`src/rtl/vx_perf_ctr_bank.sv`:
```
// vx_perf_ctr_bank
//   Bank of NUM_CTRS memory-system performance counters. Each channel adds a
//   per-cycle increment of up to 2^INC_WIDTH-1. On overflow a channel either
//   wraps or clamps at all-ones, depending on SATURATE, and sets a sticky
//   overflow flag. A snapshot copies all live counters at once. A single-entry
//   valid/ready read port returns snapshot values.
//
// Ports
//   clk, reset        clock, synchronous active-high reset
//   enable            global count enable (gates increments only)
//   inc_valid/inc_amt per-channel increment strobe / amount (channel i at
//                     inc_amt[i*INC_WIDTH +: INC_WIDTH])
//   clear             zero live counters and overflow flags
//   snap              copy live counters into snapshot registers
//   ctr_live, ovf     registered live counters, sticky overflow flags
//   rd_req_*          read request (addr >= NUM_CTRS reads as 0)
//   rd_rsp_*          read response, 1-cycle latency, held under backpressure
module vx_perf_ctr_bank #(
    parameter int NUM_CTRS   = 16,
    parameter int CTR_WIDTH  = 44,
    parameter int INC_WIDTH  = 4,
    parameter int SATURATE   = 0,
    parameter int ADDR_WIDTH = (NUM_CTRS > 1) ? $clog2(NUM_CTRS) : 1
) (
    input  logic                           clk,
    input  logic                           reset,
    input  logic                           enable,
    input  logic [NUM_CTRS-1:0]            inc_valid,
    input  logic [NUM_CTRS*INC_WIDTH-1:0]  inc_amt,
    input  logic                           clear,
    input  logic                           snap,
    output logic [NUM_CTRS*CTR_WIDTH-1:0]  ctr_live,
    output logic [NUM_CTRS-1:0]            ovf,
    input  logic                           rd_req_valid,
    input  logic [ADDR_WIDTH-1:0]          rd_req_addr,
    output logic                           rd_req_ready,
    output logic                           rd_rsp_valid,
    output logic [CTR_WIDTH-1:0]           rd_rsp_data,
    input  logic                           rd_rsp_ready
);

    logic [NUM_CTRS-1:0][CTR_WIDTH-1:0] ctr_q, ctr_d;
    logic [NUM_CTRS-1:0][CTR_WIDTH-1:0] snap_q, snap_d;
    logic [NUM_CTRS-1:0]                ovf_q, ovf_d;
    logic [NUM_CTRS-1:0][CTR_WIDTH:0]   sum;
    logic                               rsp_valid_q, rsp_valid_d;
    logic [CTR_WIDTH-1:0]               rsp_data_q, rsp_data_d;
    logic [CTR_WIDTH-1:0]               rd_sel;
    logic                               rd_accept;

    // Counter update. The sum carries one extra bit so that its MSB is the
    // carry-out, which drives both the wrap/clamp choice and the overflow flag.
    always_comb begin
        ctr_d  = ctr_q;
        ovf_d  = ovf_q;
        snap_d = snap_q;
        sum    = '0;
        for (int i = 0; i < NUM_CTRS; i++) begin
            sum[i] = {1'b0, ctr_q[i]}
                   + (CTR_WIDTH+1)'(inc_amt[i*INC_WIDTH +: INC_WIDTH]);
            // The snapshot takes the value from before this edge's increment or clear.
            if (snap)
                snap_d[i] = ctr_q[i];
            if (clear) begin
                ctr_d[i] = '0;
                ovf_d[i] = 1'b0;
            end else if (enable && inc_valid[i]) begin
                if (sum[i][CTR_WIDTH]) begin
                    ovf_d[i] = 1'b1;
                    ctr_d[i] = (SATURATE != 0) ? {CTR_WIDTH{1'b1}} : sum[i][CTR_WIDTH-1:0];
                end else begin
                    ctr_d[i] = sum[i][CTR_WIDTH-1:0];
                end
            end
        end
    end

    // Address decode. An address with no matching channel reads as zero.
    always_comb begin
        rd_sel = '0;
        for (int i = 0; i < NUM_CTRS; i++) begin
            if (rd_req_addr == ADDR_WIDTH'(i))
                rd_sel = snap_q[i];
        end
    end

    assign rd_req_ready = !rsp_valid_q || rd_rsp_ready;
    assign rd_accept    = rd_req_valid && rd_req_ready;

    always_comb begin
        rsp_valid_d = rsp_valid_q;
        rsp_data_d  = rsp_data_q;
        if (rd_accept) begin
            rsp_valid_d = 1'b1;
            rsp_data_d  = rd_sel;
        end else if (rd_rsp_ready) begin
            rsp_valid_d = 1'b0;
        end
    end

    always_ff @(posedge clk) begin
        if (reset) begin
            ctr_q       <= '0;
            snap_q      <= '0;
            ovf_q       <= '0;
            rsp_valid_q <= 1'b0;
            rsp_data_q  <= '0;
        end else begin
            ctr_q       <= ctr_d;
            snap_q      <= snap_d;
            ovf_q       <= ovf_d;
            rsp_valid_q <= rsp_valid_d;
            rsp_data_q  <= rsp_data_d;
        end
    end

    assign ctr_live     = ctr_q;
    assign ovf          = ovf_q;
    assign rd_rsp_valid = rsp_valid_q;
    assign rd_rsp_data  = rsp_data_q;

endmodule
```
`config.mk`:
```
export PLATFORM = sky130hd
export DESIGN_NAME = vx_perf_ctr_bank
export DESIGN_NICKNAME = d
export VERILOG_FILES = /design/src/rtl/vx_perf_ctr_bank.sv
export SDC_FILE = /design/constraint.sdc
export NUM_CORES = 2
export LEC_CHECK = 0
export BUFFER_PORTS_ARGS = -buffer_cell sky130_fd_sc_hd__buf_2
export CELL_PAD_IN_SITES_DETAIL_PLACEMENT = 0
export CELL_PAD_IN_SITES_GLOBAL_PLACEMENT = 1
export CORE_MARGIN = 3
export CORE_UTILIZATION = 35
export CTS_CLUSTER_DIAMETER = 80
export DETAILED_ROUTE_END_ITERATION = 16
export PLACE_DENSITY = 0.75
export SYNTH_ARGS = -nofsm -noshare
export SYNTH_HDL_FRONTEND = slang
export SYNTH_SLANG_ARGS = --single-unit
```
`constraint.sdc`:
```
create_clock -name clk -period 4.7 [get_ports clk]
set_input_delay 0.705 -clock clk [delete_from_list [all_inputs] [get_ports clk]]
set_output_delay 0.705 -clock clk [all_outputs]
set_load 0.03 [all_outputs]
```
======== After elaboration in Yosys (flattened, before gate mapping) ========
Cells that the tools add are included.
word-level totals
  output and inout port bits .............. 766
  bits in registers ....................... 1469
  logic and storage cells ................. 137
operators by class
  multiplexer cells ....................... 18
  equality and inequality tests ........... 15
  reductions and logical operators ........ 38
  add/subtract/negate cells ............... 16
operators with widths
  operator                                                                number
  44-bit by 4-bit adder with 45-bit output                                16
  44-bit two-way mux                                                      16
  4-bit equality test (second input constant)                             8
  2-bit AND reduction                                                     16
  1-bit logical AND                                                       17
  4-bit by 3-bit equality test with 1-bit output (second input constant)  4
  4-bit by 2-bit equality test with 1-bit output (second input constant)  2
  4-bit by 1-bit equality test with 1-bit output (second input constant)  1
  4-bit logical NOT                                                       1
  1-bit two-way mux                                                       2
  2-bit nonzero test                                                      1
  2-bit OR reduction                                                      1
  1-bit logical NOT                                                       1
  1-bit logical OR                                                        1

======== Depth between registers and ports, before layout ========
  word-level depth ........................ 17
  gate-level depth with buffers ........... 11

======== Worst setup path after synthesis ========
No wires, ideal clock.
  path type ............................... input-to-reg
  start point ............................. input inc_amt[56]
  end point ............................... register ctr_q, in the netlist ctr_live[650]
  data arrival time ....................... 2.787 ns
  path slack .............................. 1.786 ns
  stages on the path ...................... 9
  path through ............................ ha_1 inv_1 fa_1 nor2b_1 o21ai_0 a2111oi_1 nand4_1 xnor2_1 nor2_1
between the ends
  cells in the longest elaborated chain, start to end .. 1
RTL lines
  element                                   RTL line  text
  start, declared                           29        input logic [NUM_CTRS*INC_WIDTH-1:0] inc_amt,
  44-bit by 4-bit adder with 45-bit output  60        + (CTR_WIDTH+1)'(inc_amt[i*INC_WIDTH +: INC_WIDTH]);
  end signal, assigned                      109       ctr_q <= ctr_d;
  end, declared                             42        logic [NUM_CTRS-1:0][CTR_WIDTH-1:0] ctr_q, ctr_d;
Every way passes these cells.
A chain may end at the register's enable or synchronous reset.

======== Worst setup path in the final report ========
  start point ............................. register ctr_q, in the netlist ctr_live[277]
  end point ............................... register ctr_q, in the netlist ctr_live[303]
between the ends
  cells in the longest elaborated chain, start to end .. 1
RTL lines
  element                                   RTL line
  44-bit by 4-bit adder with 45-bit output  60
Every way passes these cells.

==> out/results.txt <==
Synthesis Warnings = 0
Gr ovfl total = 0
Critical path arrival = 4030 ps
Endpoints failing hold = 0
Part of the cycle the worst path needs = 71.6%
P_int = 20.5 mW
I/O pin total = 857
Outcome = complete, no violations
Antenna-violating nets left = 0
Switching Fraction = 24.7%
Global-route met2 utilization = 46.9%
# fillers = 18691
Area grow syn2layout = 18.5%
Latest clock arrival within the worst-skew pair = 820 ps
CTS tree = yes
Clock Power Share = 48.0%
Met1 GRT Util = 36.4%
Slew @ Worst Pin = 1420 ps
#FFs+latches synth = 1469
CTS max path bufs = 3
Grt met3 use = 5.19%
First-pass GRT wire length = 414000 um
Cell area after layout = 78000 um^2
Routed vias/inst = 5.55
Max-Slew Margin vs Limit = 5.22%
Psw = 6.74 mW
Drt wl/cell = 27.7 um
Crit path time final = 3360 ps
Worst Skew = 51.2 ps
CP cell instances = nand4_1 > nor3_1 > nand4_1 > nor4_1 > xnor2_1 > nor2_1
Die Ht = 440 um
Pwr Density = 350 nW/um^2
Vias = 59777
Initial core utilization = 35.4%
Fin Setup TNS = 0 ps
Req. time, crit path = 5360 ps
Syn nets = 7628
Logic pwr share = 5.8%
GRT busiest layer = met2
Hold_buf cts = 0
Fmax achieved = 0.297 GHz
Post-synth top flop = dfxtp_1
Delay-heaviest family, CP = simple AND/OR/NAND/NOR gates
Fin worst setup slack = 1340 ps
DP HPWL = 230000 um
Static Leak = 31.5 nW
Area occupied by registers = 29400 um^2
TritonCTS buffer count = 164
Unrepaired setup endpoints after global routing = false
Sequential power share = 46.1%
Vias in the first global route = 54706
Fin nets = 8322
DIE AREA = 193000 um^2
Drt pass-1 iters = 8
Critical setup path kind = reg -> reg
Max-slew violations = 0
Slowest CP cell = nor3_1
Hold WS = 170 ps
Clock root buffer = clkbuf_16
Worst path buffer plus inverter count = 0
Synth async-reset ratio = 0%
Clk pin slew, worst setup/hold paths = 60 ps
Clock sinks = 1469
VDD IR max = 0.292 mV
Setup crit end kind = register
Post-synth cell types = 81
GRT Util Overall = 29.4%
Synth Instances = 7457
Post-synth EDFFs = 0
Layout cells sized above 1 = 15.4%
Gpl congestion = 0.960
Multi-input gate area = 34200 um^2
Buffers on Ports = 856
Starting DRT DRC Count = 6159
WL final = 298000 um
# Max-Cap Violations = 0
Startpoint types = register
Die width = 440 um
Drt drc = 0
Core ar. = 186000 um^2
Post-synthesis cell area = 65800 um^2
Dpl cell area = 72600 um^2
Htree depth = 4
Largest net degree at the start of global routing = 195
Max FO, Critical Path = 11
DP Worst Slack = 853 ps
Syn_area_per_cell = 8.83 um^2
CTS-repair resized insts = 0
CP max stage delay = 890 ps
Rows = 158
Worst hold path type = in -> reg
Sequential fraction of the synthesis area = 44.7%
Final Setup Violations = 0
Initial antenna violation count = 17
# Post-CTS Setup Buffers = 0
CP dominant cell by count = nand4_1
==> power by group through the flow <==
stage | combinational (mW) | clock, mW | sequential, mW
global route | 1.67 | 13.8 | 12.6
finish | 1.59 | 13.1 | 12.6
detailed placement | 1.56 | 0 | 12.9
floorplan | 0.931 | 0 | 12.9
CTS | 1.57 | 13.3 | 12.6
global placement | 1.55 | 0 | 12.9
==> cell families after synthesis <==
family	after synthesis	share of synthesized area [%]
muxes	840	13.1
adders and majority gates	80	1.70
buffers and inverters	590	3.44
and+or+nand+nor	2944	20.6
DFF	1469	44.7
xor gates and xnor gates	534	7.10
AOI/OAI and AO/OA	1000	9.38
==> final cells by class <==
cell class,count,area share (%)
well taps,2480,3.98
clock inverters,41,0.775
flip-flops and latches,1469,37.7
diodes,11,0.0353
multi-input cells,5398,43.8
inverters,160,0.770
clock buffers,244,6.15
repair buffers,958,6.75
==> metal layers <==
| layer | part of all wire (%) | wire, um | up-vias |
|---|---|---|---|
| met5 | 0.010 | 31 | - |
| met4 | 7.5 | 22400 | 6 |
| met3 | 6.7 | 20000 | 606 |
| met2 | 46 | 137000 | 2525 |
| met1 | 40 | 119000 | 29296 |
| li1 | - | - | 27344 |
==> placed cells by master, fill, tap and decap left out, types with 27 or more instances in the layout <==
| cell | instances |
|---|---|
| nor2_1 | 1517 |
| dfxtp_1 | 1469 |
| buf_2 | 849 |
| mux2i_1 | 803 |
| nand2_1 | 361 |
| a21oi_1 | 327 |
| xnor2_1 | 286 |
| o21ai_0 | 256 |
| nand3_1 | 253 |
| xor2_1 | 248 |
| clkbuf_16 | 168 |
| nand4_1 | 160 |
| inv_1 | 157 |
| nor3_1 | 148 |
| or3_1 | 112 |
| o22ai_1 | 92 |
| buf_4 | 91 |
| and3_1 | 89 |
| nor2b_1 | 70 |
| and4_1 | 68 |
| ha_1 | 64 |
| nor4_1 | 54 |
| clkbuf_1 | 45 |
| a211oi_1 | 34 |
| o21a_1 | 34 |
| and2_1 | 34 |
| clkbuf_8 | 32 |
| o211ai_1 | 30 |
| a221oi_1 | 28 |
| o31ai_1 | 27 |
==> Yosys cell counts (7+ instances only) <==
| cell type | instances | share of area (%) |
|---|---|---|
| buf_1 | 71 | 0.40 |
| mux2i_1 | 803 | 12 |
| a21o_1 | 18 | 0.21 |
| a31oi_1 | 7 | 0.067 |
| a211oi_1 | 34 | 0.39 |
| nand2b_1 | 10 | 0.095 |
| and3_1 | 89 | 0.85 |
| clkbuf_1 | 322 | 1.8 |
| nor2_1 | 1522 | 8.7 |
| nor3b_1 | 9 | 0.10 |
| a21oi_1 | 327 | 2.5 |
| ha_1 | 64 | 1.2 |
| mux2_2 | 20 | 0.34 |
| o211ai_1 | 30 | 0.34 |
| o31ai_1 | 27 | 0.31 |
| xor2_1 | 248 | 3.3 |
| nor3_1 | 150 | 1.1 |
| a22o_1 | 9 | 0.12 |
| o21bai_1 | 10 | 0.11 |
| and2_1 | 34 | 0.32 |
| inv_1 | 158 | 0.90 |
| xnor2_1 | 286 | 3.8 |
| buf_2 | 34 | 0.26 |
| nor4_2 | 7 | 0.13 |
| a221oi_1 | 28 | 0.37 |
| o21a_1 | 34 | 0.39 |
| or3_1 | 112 | 1.1 |
| o221ai_1 | 11 | 0.15 |
| a221o_1 | 9 | 0.14 |
| nand2_1 | 361 | 2.1 |
| a22oi_1 | 16 | 0.18 |
| dfxtp_1 | 1469 | 45 |
| o311a_1 | 17 | 0.26 |
| nand3_1 | 253 | 1.9 |
| o2111ai_1 | 11 | 0.15 |
| o22ai_1 | 92 | 0.87 |
| mux4_2 | 17 | 0.58 |
| nor4_1 | 54 | 0.51 |
| nand4_1 | 160 | 1.5 |
| or4_1 | 16 | 0.18 |
| nor2b_1 | 71 | 0.67 |
| and4_1 | 68 | 0.90 |
| fa_1 | 16 | 0.49 |
| o21ai_0 | 256 | 1.9 |
==> sequential cells by signal, summed over array words and instances (netlist names) <==
name and flops:
rd_rsp_data 44, rd_rsp_valid 1, snap_q 704, ovf 16, ctr_live 704
==> worst paths after layout <==
| check | to | slack, ps | cells past startpoint | startpoint |
|---|---|---|---|---|
| max | ctr_live[303] | 1340 | 6 | ctr_live[277] |
| max reg2reg | ctr_live[303] | 1340 | 6 | ctr_live[277] |
| min | ctr_live[0] | 170 | 3 | inc_valid[0] |
| min reg2reg | ovf[14] | 450 | 2 | ovf[14] |
==> worst min-delay path, stage by stage <==
cell     delay (ps)
buf_2           110
nand3_1          70
a21oi_1          50
==> metrics by stage <==
| stage | utilization (%) | total power [mW] | instances |
|---|---|---|---|
| floorplan | - | 13.8 | 7457 |
| global placement | 39.0 | 14.4 | 10465 |
| detailed placement | 39.0 | 14.4 | 10465 |
| CTS | 41.9 | 27.4 | 10750 |
| global route | 41.9 | 28.0 | 10756 |
| finish | 41.9 | 27.3 | 10761 |
No activity file was read; power rests on OpenSTA's default activity.
